File: src/rtl/router_pkg.sv
// Shared router definitions: handshake FSM encodings, token bit layout and
// the default token width.
package router_pkg;

  localparam logic [0:0] ST_IDLE  = 1'b0;
  localparam logic [0:0] ST_ACKED = 1'b1;

  localparam int TOK_DATA = 0;
  localparam int TOK_REQ  = 1;
  localparam int TOKEN_W  = 2;

endpackage

File: src/rtl/csp_sync.sv
// Multi-flop synchronizer for a single asynchronous level into the clk domain.
// Async active-low reset clears every stage.
module csp_sync #(
  parameter int SYNC_STAGES = 2
) (
  input  logic clk,
  input  logic reset,
  input  logic d,
  output logic q
);

  logic [SYNC_STAGES-1:0] sync_p;

  // Stage boundary: the shift chain, oldest sample at the MSB
  always_ff @(posedge clk or negedge reset) begin
    if (!reset) begin
      sync_p <= '0;
    end else begin
      sync_p <= {sync_p[SYNC_STAGES-2:0], d};
    end
  end

  assign q = sync_p[SYNC_STAGES-1];

endmodule

File: src/rtl/csp_sync_bridge.sv
// 4-phase bundled-data receiver: synchronises in_req, acknowledges each token
// once, and queues tokens in a small FIFO drained through valid/ready.
module csp_sync_bridge
  import router_pkg::*;
#(
  parameter int WIDTH       = TOKEN_W,
  parameter int DEPTH       = 4,
  parameter int SYNC_STAGES = 2
) (
  input  logic                       clk,
  input  logic                       reset,
  input  logic                       in_req,
  input  logic [WIDTH-1:0]           in_data,
  output logic                       in_ack,
  output logic                       out_valid,
  output logic [WIDTH-1:0]           out_data,
  input  logic                       out_ready,
  output logic [$clog2(DEPTH+1)-1:0] count
);

  localparam int PTR_W = $clog2(DEPTH);
  localparam int CNT_W = $clog2(DEPTH + 1);

  logic                 req_s;
  logic [0:0]           state;
  logic [PTR_W-1:0]     wr_ptr;
  logic [PTR_W-1:0]     rd_ptr;
  logic [WIDTH-1:0]     mem [DEPTH];
  logic                 full;
  logic                 push;
  logic                 pop;

  // Explicit wrap so non-power-of-two depths index only valid entries
  function automatic logic [PTR_W-1:0] ptr_inc(input logic [PTR_W-1:0] p);
    return (p == PTR_W'(DEPTH - 1)) ? '0 : p + 1'b1;
  endfunction

  csp_sync #(
    .SYNC_STAGES(SYNC_STAGES)
  ) u_req_sync (
    .clk   (clk),
    .reset (reset),
    .d     (in_req),
    .q     (req_s)
  );

  // No bypass: a pop in this cycle does not make room for a push in this cycle
  assign full      = (count == CNT_W'(DEPTH));
  assign push      = (state == ST_IDLE) && req_s && !full;
  assign pop       = out_valid && out_ready;
  assign out_valid = (count != '0);
  assign out_data  = mem[rd_ptr];

  // Stage boundary: handshake FSM, ack is the registered state of the token
  always_ff @(posedge clk or negedge reset) begin
    if (!reset) begin
      state  <= ST_IDLE;
      in_ack <= 1'b0;
    end else begin
      case (state)
        ST_IDLE: begin
          if (push) begin
            state  <= ST_ACKED;
            in_ack <= 1'b1;
          end
        end
        default: begin
          if (!req_s) begin
            state  <= ST_IDLE;
            in_ack <= 1'b0;
          end
        end
      endcase
    end
  end

  // Stage boundary: FIFO pointers and occupancy
  always_ff @(posedge clk or negedge reset) begin
    if (!reset) begin
      wr_ptr <= '0;
      rd_ptr <= '0;
      count  <= '0;
    end else begin
      if (push) wr_ptr <= ptr_inc(wr_ptr);
      if (pop)  rd_ptr <= ptr_inc(rd_ptr);
      case ({push, pop})
        2'b10:   count <= count + 1'b1;
        2'b01:   count <= count - 1'b1;
        default: count <= count;
      endcase
    end
  end

  // Stage boundary: token storage; in_data is bundled, so sampled unsynchronised
  always_ff @(posedge clk or negedge reset) begin
    if (!reset) begin
      for (int i = 0; i < DEPTH; i++) mem[i] <= '0;
    end else if (push) begin
      mem[wr_ptr] <= in_data;
    end
  end

endmodule
File: config.mk
export PLATFORM = sky130hd
export DESIGN_NAME = csp_sync_bridge
export DESIGN_NICKNAME = d
export VERILOG_FILES = /design/src/rtl/router_pkg.sv /design/src/rtl/csp_sync.sv /design/src/rtl/csp_sync_bridge.sv
export SDC_FILE = /design/constraint.sdc
export NUM_CORES = 1
export LEC_CHECK = 0
export BUFFER_PORTS_ARGS = -buffer_cell sky130_fd_sc_hd__buf_4
export CORE_ASPECT_RATIO = 0.9
export CORE_MARGIN = 4
export CORE_UTILIZATION = 58
export CTS_CLUSTER_SIZE = 40
export DETAILED_ROUTE_END_ITERATION = 10
export PLACE_DENSITY = 0.8
export RECOVER_POWER = 100
export SLEW_MARGIN = 0
export SYNTH_ARGS = -nofsm -noshare
export SYNTH_HDL_FRONTEND = slang
export SYNTH_HIERARCHICAL = 1
export SYNTH_SLANG_ARGS = --single-unit
File: constraint.sdc
create_clock -name clk -period 4 [get_ports clk]
set_clock_uncertainty 0.2 [all_clocks]
set_input_delay 0.2 -clock clk [delete_from_list [all_inputs] [get_ports clk]]
set_output_delay 0.2 -clock clk [all_outputs]
set_load 0.1 [all_outputs]
==> flow_summary_export.csv, run 1 <==
group,metric,value,unit
status,status,"finished, final reports clean",
global_route,grt_usage,17.0,%
setup_path,crit_type,"flip-flop to flip-flop",
cells_and_area,fill_cells,120,
logic_synthesis,synth_cell_types,19,
setup_path,start_kind,"flip-flop",
floorplanning,dieHeight,46.0,microns
detailed_routing,ant_nets,0,
floorplanning,core_area,1480,sq um
detailed_routing,routed_via_density,5.08,
cts,h-tree-depth,1,
cells_and_area,num-nets-final,101,
timing,rsz0062_at_grt,"false",
job,maxCapViolCount,0,
cells_and_area,num_antenna_cells,0,
setup_path,cp_max_fo,6,
cts,cts_setup_buffers,0,
logic_synthesis,synth_flop_cell,"dfrtp_1",
setup_path,critPathArrivalTime,2.70,ns
floorplanning,dieArea,2310,sq um
cts,cts_tree,"built",
min_path,hold_path_class,"primary input to flip-flop",
cts,cts_root_buf,"clkbuf_4",
global_route,grt_overflow,0,
logic_synthesis,syn-num-nets,80,
cts,clk_latency,0.28,ns
min_path,hold_path_depth,3,
setup_path,timing.critical_path.to_type,"flip-flop",
logic_synthesis,synth.largest_area_cell,"dfrtp_1",
logic_synthesis,yosys-top-cells-count,"dfrtp_1 (19), mux2_2 (12), inv_1 (8)",
timing,hold_viol_final,0,
detailed_routing,via_count,554,
detailed_routing,initialDrtViolationCount,2,
placement,portBuffers,12,
min_path,min_from,"out_ready",
timing,fin_crit_sh,67.3,%
logic_synthesis,yosysTopAreaCellShare,51.1,%
cells_and_area,multi_input_area,412,sq um
floorplanning,start_util,62.9,%
timing,maxSlewHeadroom,22.5,%
detailed_routing,wire_per_inst,14.4,microns
detailed_routing,drt_first_pass_iters,2,
global_route,antenna_found_initial,0,
logic_synthesis,syn_inst,67,
cts,cts_sinks,19,
logic_synthesis,ys_warn_count,6,
cells_and_area,drive_gt1_share,28.7,%
global_route,grt_max_degree,20,
cts,cts_buffers,3,
floorplanning,rows,13,
setup_path,critPathRequiredTime,4.01,ns
logic_synthesis,async_reset_ff_share,100,%
logic_synthesis,synth_area_leaders,"dfrtp_1 (51%), mux2_2 (15%), ha_1 (8.1%)",
global_route,grt_pass1_wl,2830,microns
logic_synthesis,synth_edf_count,0,
placement,dp_hpwl,1200,microns
logic_synthesis,synth_seq_cells,19,
timing,setup-tns-final,0,ns
setup_path,critPathLaunch,"count[0]",
setup_path,rr_worst_depth,9,
cells_and_area,seqCellArea,475,sq um
cts,clkTransAtPathRegs,0.10,ns
timing,period_minus_slack,2.69,ns
setup_path,r2r-start,"count[0]",
placement,place.gp.congestion,0.689,
cts,clockBufferDepth,2,
logic_synthesis,syn_area_per_cell,13.9,sq um
floorplanning,ioPinCount,13,
logic_synthesis,yosysMostFrequentCell,"dfrtp_1",
timing,fmax,0.372,GHz
floorplanning,die_w,50.2,microns
timing,slew_violations,0,
timing,worst_pin_slew,1.17,ns
logic_synthesis,synthesis.area,931,sq um
timing,setup_viol,0,
logic_synthesis,seq_area_frac_synth,51.1,%
cells_and_area,area_growth,15.1,%
global_route,grt_pass1_vias,641,
detailed_routing,drc,0,
detailed_routing,drt_wl_total,1570,microns
## worst paths after layout
kind,to,slack [ns]
min in group asynchronous,rd_ptr[0],0.43
max in group asynchronous,mem[5],2.59
max reg2reg,count[2],1.31
min reg2reg,u_req_sync/sync_p[1],0.19
min,rd_ptr[0],0.11
max,count[2],1.31
## worst max-delay path: stages (launching register included)
cell and delay, ns:
dfrtp_1 0.44, nor3b_1 0.56, nor3b_1 0.18, inv_1 0.13, ha_1 0.20, inv_1 0.06
fa_1 0.38, xor2_1 0.17, nor2_1 0.13, xor2_1 0.16
## placed cells by master, fill, tap and decap left out
cell / instances
nor2_1: 3
xor2_1: 2
mux2i_1: 1
mux4_2: 2
fa_1: 1
dlygate4sd3_1: 4
mux2_2: 12
inv_1: 8
a21boi_0: 1
clkbuf_4: 4
o21ai_0: 1
ha_1: 6
dfrtp_1: 19
clkbuf_1: 9
xnor2_1: 1
and4bb_2: 3
nor3b_1: 2
nor3_1: 1
or3_2: 1
nand2_1: 3
buf_4: 3
## routing by layer
layer | routed length [microns] | track usage (%)
met3 | 46 | 2.95
met4 | 12 | 4.97
met5 | 0 | 0
met1 | 706 | 19.3
met2 | 807 | 32.8
## registers in the layout (all words and copies together), names as in the netlist
name,cells
wr_ptr,2
mem,8
count,3
state,1
u_req_sync/sync_p,2
in_ack,1
rd_ptr,2
## kinds of logic after synthesis
| logic type | after synthesis | synth area share [%] |
|---|---|---|
| adder cells (fa/ha/maj) | 7 | 10.2 |
| AO/OA/AOI/OAI | 2 | 1.34 |
| buffers and inverters | 8 | 3.23 |
| XOR/XNOR | 3 | 2.82 |
| flip-flops | 19 | 51.1 |
| multiplexers | 15 | 20.4 |
| AND/OR/NAND/NOR | 13 | 10.9 |
## stage by stage
stage	instances	area [sq um]	utilization (%)	setup slack, ns	hold WS [ns]
after CTS	109	1110	75.3	1.62	0.0686
after global routing	109	1070	72.4	1.15	0.115
after floorplan	67	931	-	0.955	-0.296
after global placement	101	1050	70.8	1.77	-0.118
after detailed placement	101	1050	70.8	1.67	-0.116
final	109	1070	72.4	1.31	0.110
## layout make-up
type / count / share of cell area, %
clock buffers: 4 / 2.45
inverters: 8 / 2.80
multi-input cells: 40 / 38.4
flip-flops and latches: 19 / 44.4
well taps: 22 / 2.57
repair buffers: 16 / 9.35
## timing repair
item / in CTS / in global routing
resized for setup: 0 / 0
hold buffers: 4 / 0
hold endpoints to repair: 28 / 0
Power of run 1 is not shown: default switching activity piles up to over one toggle a cycle in this logic, so the estimate is an artifact.
==> run 2: changes to the inputs <==
CORE_UTILIZATION = 54   (was 58)
PLACE_DENSITY = 0.76   (was 0.8)
clock period = 2.68 ns   (was 4 ns; I/O delays follow)
==> run 2 against run 1 <==
Global-route usage is 3.2 points lower. Critical path depth unchanged. Non-clock buffer count grew 1. Design area up 2.5%. Register-to-register slack got worse by 0.87 ns. Worst setup slack worse by 0.87 ns. Sequential share of layout area is 0.95 points lower. Maximum frequency rose by 20%. Sequential cell count unchanged.
==> flow_summary_export.csv, run 2 (synthesis results as in run 1) <==
group,metric,value,unit
status,status,"finished, final reports clean",
cells_and_area,num-nets-final,102,
detailed_routing,routed_via_density,4.96,
cells_and_area,largest_register,"mem",
cells_and_area,num_antenna_cells,0,
timing,slew_violations,0,
detailed_routing,initialDrtViolationCount,4,
detailed_routing,drt_wl_total,1350,microns
timing,setup-tns-final,0,ns
setup_path,cp-endpoint,"count[2]",
cts,cts_sinks,19,
timing,maxSlewHeadroom,21.9,%
cells_and_area,reg.largest.list,"mem x8, count x3",
cells_and_area,fin_util,71.8,%
floorplanning,core_area,1530,sq um
detailed_routing,ant_nets,0,
setup_path,cp_max_fo,6,
setup_path,critPathLaunch,"count[1]",
cells_and_area,area_growth,17.9,%
placement,portBuffers,12,
cts,cts_tree,"built",
cts,clkTransAtPathRegs,0.09,ns
floorplanning,dieHeight,47.4,microns
floorplanning,die_w,51.8,microns
global_route,antenna_found_initial,0,
cells_and_area,largest_reg_flops,8,
placement,dp_hpwl,1040,microns
floorplanning,rows,13,
global_route,grt_pass1_wl,2420,microns
timing,fin_crit_sh,83.6,%
timing,period_minus_slack,2.24,ns
setup_path,start_kind,"flip-flop",
cts,cts_resized,0,
timing,rsz0062_at_grt,"false",
floorplanning,start_util,60.9,%
timing,fmax,0.446,GHz
detailed_routing,via_count,546,
setup_path,rr_worst_depth,9,
cts,cts_hold_buf,5,
setup_path,r2r-end,"count[2]",
cells_and_area,final_common_cell,"dfrtp_1",
detailed_routing,wire_per_inst,12.2,microns
timing,setup_viol,0,
global_route,grt_overflow,0,
floorplanning,dieArea,2450,sq um
setup_path,timing.critical_path.to_type,"flip-flop",
global_route,grt_usage,13.8,%
cts,clk_latency,0.29,ns
setup_path,critPathRequiredTime,2.70,ns
cts,cts_setup_buffers,0,
timing,hold_viol_final,0,
setup_path,crit_type,"flip-flop to flip-flop",
setup_path,r2r-start,"count[1]",
cts,h-tree-depth,1,
placement,place.gp.congestion,0.708,
detailed_routing,drt_first_pass_iters,2,
cells_and_area,final_cell_mix,"dfrtp_1 (18), mux2_2 (12), inv_1 (8), clkbuf_1 (7), ha_1 (6)",
cells_and_area,fill_cells,133,
cts,cts_buffers,3,
job,maxCapViolCount,0,
setup_path,critPathArrivalTime,2.26,ns
global_route,grt_max_degree,20,
cts,cts_root_buf,"clkbuf_4",
floorplanning,ioPinCount,13,
setup_path,regToRegSetupSlack,0.44,ns
cells_and_area,drive_gt1_share,30.7,%
timing,worst_pin_slew,1.18,ns
detailed_routing,drc,0,
cts,clockBufferDepth,2,
global_route,grt_pass1_vias,555,
min_path,hold_path_class,"flip-flop to flip-flop",
[run 2: changes by cell type in the layout (fill, tap and decap cells not counted), sizes merged]
cell         change
dlygate4sd3      +1
[run 2: worst max-delay path, cell delays in order, from the launching register on]
cell	delay [ns]
dfrtp_1	0.44
nor3b_4	0.28
nor3b_1	0.12
inv_1	0.10
ha_1	0.18
inv_1	0.06
fa_1	0.37
xor2_1	0.15
nor2_1	0.11
xor2_1	0.16
[run 2: cell type report]
class                           instances  area, sq um  share of cell area, %
Sequential cell                        19          477                   43.4
Multi-Input combinational cell         40          424                   38.7
Clock buffer                            4         26.3                   2.39
Tap cell                               22         27.5                   2.51
Inverter                                8         30.0                   2.74
Timing Repair Buffer                   17          113                   10.3
[run 2: routing by layer]
| metal | part of all wire (%) | vias up | track usage (%) |
|---|---|---|---|
| li1 | - | 271 | - |
| met1 | 46 | 262 | 18.0 |
| met2 | 47 | 11 | 22.8 |
| met3 | 5.6 | 2 | 4.76 |
| met4 | 0.89 | 0 | 3.14 |
| met5 | 0 | - | 0 |
[run 2: stage by stage]
stage | setup WS (ns) | hold WS (ns) | instance area (sq um) | std cells
2_1_floorplan | 0.129 | -0.362 | 938 | 67
3_3_place_gp | 0.477 | -0.181 | 1060 | 101
3_5_place_dp | 0.442 | -0.185 | 1060 | 101
4_1_cts | 0.404 | 0.0264 | 1130 | 110
5_1_grt | 0.198 | 0.181 | 1100 | 110
6_report | 0.440 | 0.163 | 1100 | 110
[run 2: worst min path at each step]
| stage | startpoint | to | slack [ns] | cells past startpoint |
|---|---|---|---|---|
| after global placement | reset | mem[6] | -0.18 | 1 |
| after global routing | u_req_sync/sync_p[0] | u_req_sync/sync_p[1] | 0.18 | 0 |
| after floorplan | reset | count[0] | -0.36 | 0 |
| final | u_req_sync/sync_p[0] | u_req_sync/sync_p[1] | 0.16 | 0 |
| after CTS | reset | mem[4] | 0.03 | 2 |
| after detailed placement | reset | mem[4] | -0.18 | 1 |
Power of run 2 is left out for the same reason.
==> run 3: changes to the inputs <==
ABC_AREA = 1   (was unset)
CORE_UTILIZATION = 55   (was 54)
clock period = 2.25 ns   (was 2.68 ns; I/O delays follow)
==> run 3 against run 2 <==
Critical path depth fell by 1. Area after synthesis increased by 7.7%. Sequential cell count unchanged. Routed wire length grew 32%. Global-route usage grew 2.9 points. Design area rose by 7.6%. Final cell count rose by 42%. Clock-buffer cell count fell by 1. Core utilization shrank 2.3 points. Via count grew 42%. First-iteration DRC count grew to 3.8 times the previous value. Largest cell class unchanged.
==> flow_summary_export.csv, run 3 <==
group,metric,value,unit
cells_and_area,largest_register,"mem",
logic_synthesis,synth_seq_cells,19,
logic_synthesis,async_reset_ff_share,100,%
timing,setup_ws,0.152,ns
cells_and_area,reg.largest.list,"mem x8, count x3",
cts,clkTransAtPathRegs,0.11,ns
setup_path,start_kind,"flip-flop",
placement,place.gp.congestion,0.728,
setup_path,critPathRequiredTime,2.27,ns
detailed_routing,drt_first_pass_iters,4,
timing,rsz0062_at_grt,"false",
cells_and_area,fin_cells,156,
global_route,grt_max_degree,20,
detailed_routing,initialDrtViolationCount,15,
setup_path,critPathArrivalTime,2.12,ns
cells_and_area,largest_reg_flops,8,
detailed_routing,routed_via_density,4.99,
min_path,min_from,"u_req_sync/sync_p[0]",
placement,portBuffers,12,
job,maxCapViolCount,0,
setup_path,r2r-end,"count[1]",
timing,worst_pin_slew,1.17,ns
cts,cts_root_buf,"clkbuf_4",
setup_path,r2r-start,"count[0]",
logic_synthesis,synth_flop_cell,"dfrtp_1",
logic_synthesis,syn-num-nets,125,
timing,fmax,0.477,GHz
cells_and_area,area_growth,17.9,%
detailed_routing,drt_wl_total,1780,microns
global_route,grt_overflow,0,
logic_synthesis,yosys-top-cells-count,"nand2_1 (33), dfrtp_1 (19), inv_1 (13)",
logic_synthesis,synth_area_leaders,"dfrtp_1 (47%), nand2_1 (12%), ha_1 (7.5%)",
placement,dp_cells,147,
detailed_routing,ant_nets,0,
cts,cts_hold_buf,5,
timing,setup_viol,0,
setup_path,rr_worst_depth,8,
placement,pre_cts_ws,0.165,ns
cts,cts_setup_buffers,0,
setup_path,regToRegSetupSlack,0.15,ns
logic_synthesis,synth.largest_area_cell,"dfrtp_1",
logic_synthesis,syn_inst,112,
logic_synthesis,synthesis.area,1000,sq um
logic_synthesis,yosysTopAreaCellShare,47.4,%
floorplanning,start_util,59.0,%
min_path,holdPathEnd,"u_req_sync/sync_p[1]",
floorplanning,dieHeight,48.5,microns
detailed_routing,via_count,778,
cts,cts_sinks,19,
floorplanning,core_area,1700,sq um
cells_and_area,num-nets-final,146,
setup_path,cp_max_fo,4,
cells_and_area,num_antenna_cells,0,
cts,clk_latency,0.29,ns
setup_path,timing.critical_path.to_type,"flip-flop",
timing,setup-tns-final,0,ns
cells_and_area,final_common_cell,"nand2_1",
cells_and_area,final_cell_mix,"nand2_1 (33), dfrtp_1 (16), inv_1 (12), nand4_1 (9), nand3_1 (7)",
cells_and_area,drive_gt1_share,20.5,%
cts,cts_buffers,3,
logic_synthesis,synth_edf_count,0,
logic_synthesis,yosysMostFrequentCell,"nand2_1",
global_route,grt_pass1_vias,747,
cells_and_area,fill_cells,153,
floorplanning,die_w,53.0,microns
detailed_routing,wire_per_inst,11.4,microns
min_path,hold_path_depth,0,
timing,slew_violations,0,
timing,maxSlewHeadroom,22.4,%
cts,h-tree-depth,1,
global_route,antenna_found_initial,0,
status,status,"finished, final reports clean",
floorplanning,rows,14,
logic_synthesis,synth_cell_types,21,
cts,cts_tree,"built",
floorplanning,ioPinCount,13,
floorplanning,dieArea,2570,sq um
placement,dp_hpwl,1320,microns
logic_synthesis,ys_warn_count,6,
logic_synthesis,seq_area_frac_synth,47.4,%
logic_synthesis,syn_area_per_cell,8.95,sq um
detailed_routing,drc,0,
global_route,grt_pass1_wl,3220,microns
timing,fin_crit_sh,93.2,%
timing,period_minus_slack,2.10,ns
cts,clockBufferDepth,2,
global_route,grt_usage,16.8,%
cts,cts_resized,0,
setup_path,crit_type,"flip-flop to flip-flop",
min_path,hold_path_class,"flip-flop to flip-flop",
timing,hold_viol_final,0,
run 3: changes by cell type in the layout (fill, tap and decap cells not counted), sizes merged, moves of 3 or more:
cell	change
and4bb	-3
inv	+7
mux2	-12
nand2	+33
nand3	+7
nand4	+9
o21ai	+6
run 3: layer usage:
metal  share of wire, %  vias up  global-route usage, %
li1                   -      401                      -
met4               0.79        0                   5.11
met2                 48       14                   26.0
met3                3.3        2                   3.68
met5                  0        -                      0
met1                 48      361                   23.2
run 3: how the worst max path moves through the flow:
stage | from | endpoint | depth (start not counted)
after floorplan | count[0] | count[1] | 8
final | count[0] | count[1] | 8
after global placement | count[0] | count[2] | 10
after CTS | count[0] | count[2] | 10
after detailed placement | count[0] | count[2] | 10
after global routing | count[0] | count[2] | 10
run 3: final cells by class:
type	count	area (sq um)	share of cell area (%)
Sequential cell	19	487	41.2
Timing Repair Buffer	19	129	10.9
Clock buffer	3	22.5	1.91
Tap cell	24	30.0	2.54
Clock inverter	1	5.00	0.424
Inverter	15	56.3	4.77
Multi-Input combinational cell	75	452	38.2
run 3: per-stage QoR:
stage | hold WS, ns | utilization (%) | area [sq um]
floorplan | -0.383 | - | 1030
finish | 0.162 | 69.5 | 1180
global placement | -0.206 | 67.2 | 1140
global route | 0.194 | 69.5 | 1180
detailed placement | -0.201 | 67.2 | 1140
CTS | 0.0227 | 71.8 | 1220
run 3: cell families after synthesis:
| group | synth area share, % |
|---|---|
| xor gates and xnor gates | 0.874 |
| AOI/OAI and AO/OA | 5.99 |
| adders and majority gates | 9.49 |
| buffers and inverters | 8.36 |
| and+or+nand+nor | 27.8 |
| DFF | 47.4 |
run 3: worst max-delay path: stages, from the launching register on:
cell and delay, ns:
dfrtp_4 0.52, nor2_4 0.21, nand2_8 0.07, nand2_1 0.13, inv_2 0.05, ha_1 0.18
inv_1 0.09, fa_1 0.42, o21ai_0 0.16
Power of run 3 is left out for the same reason.
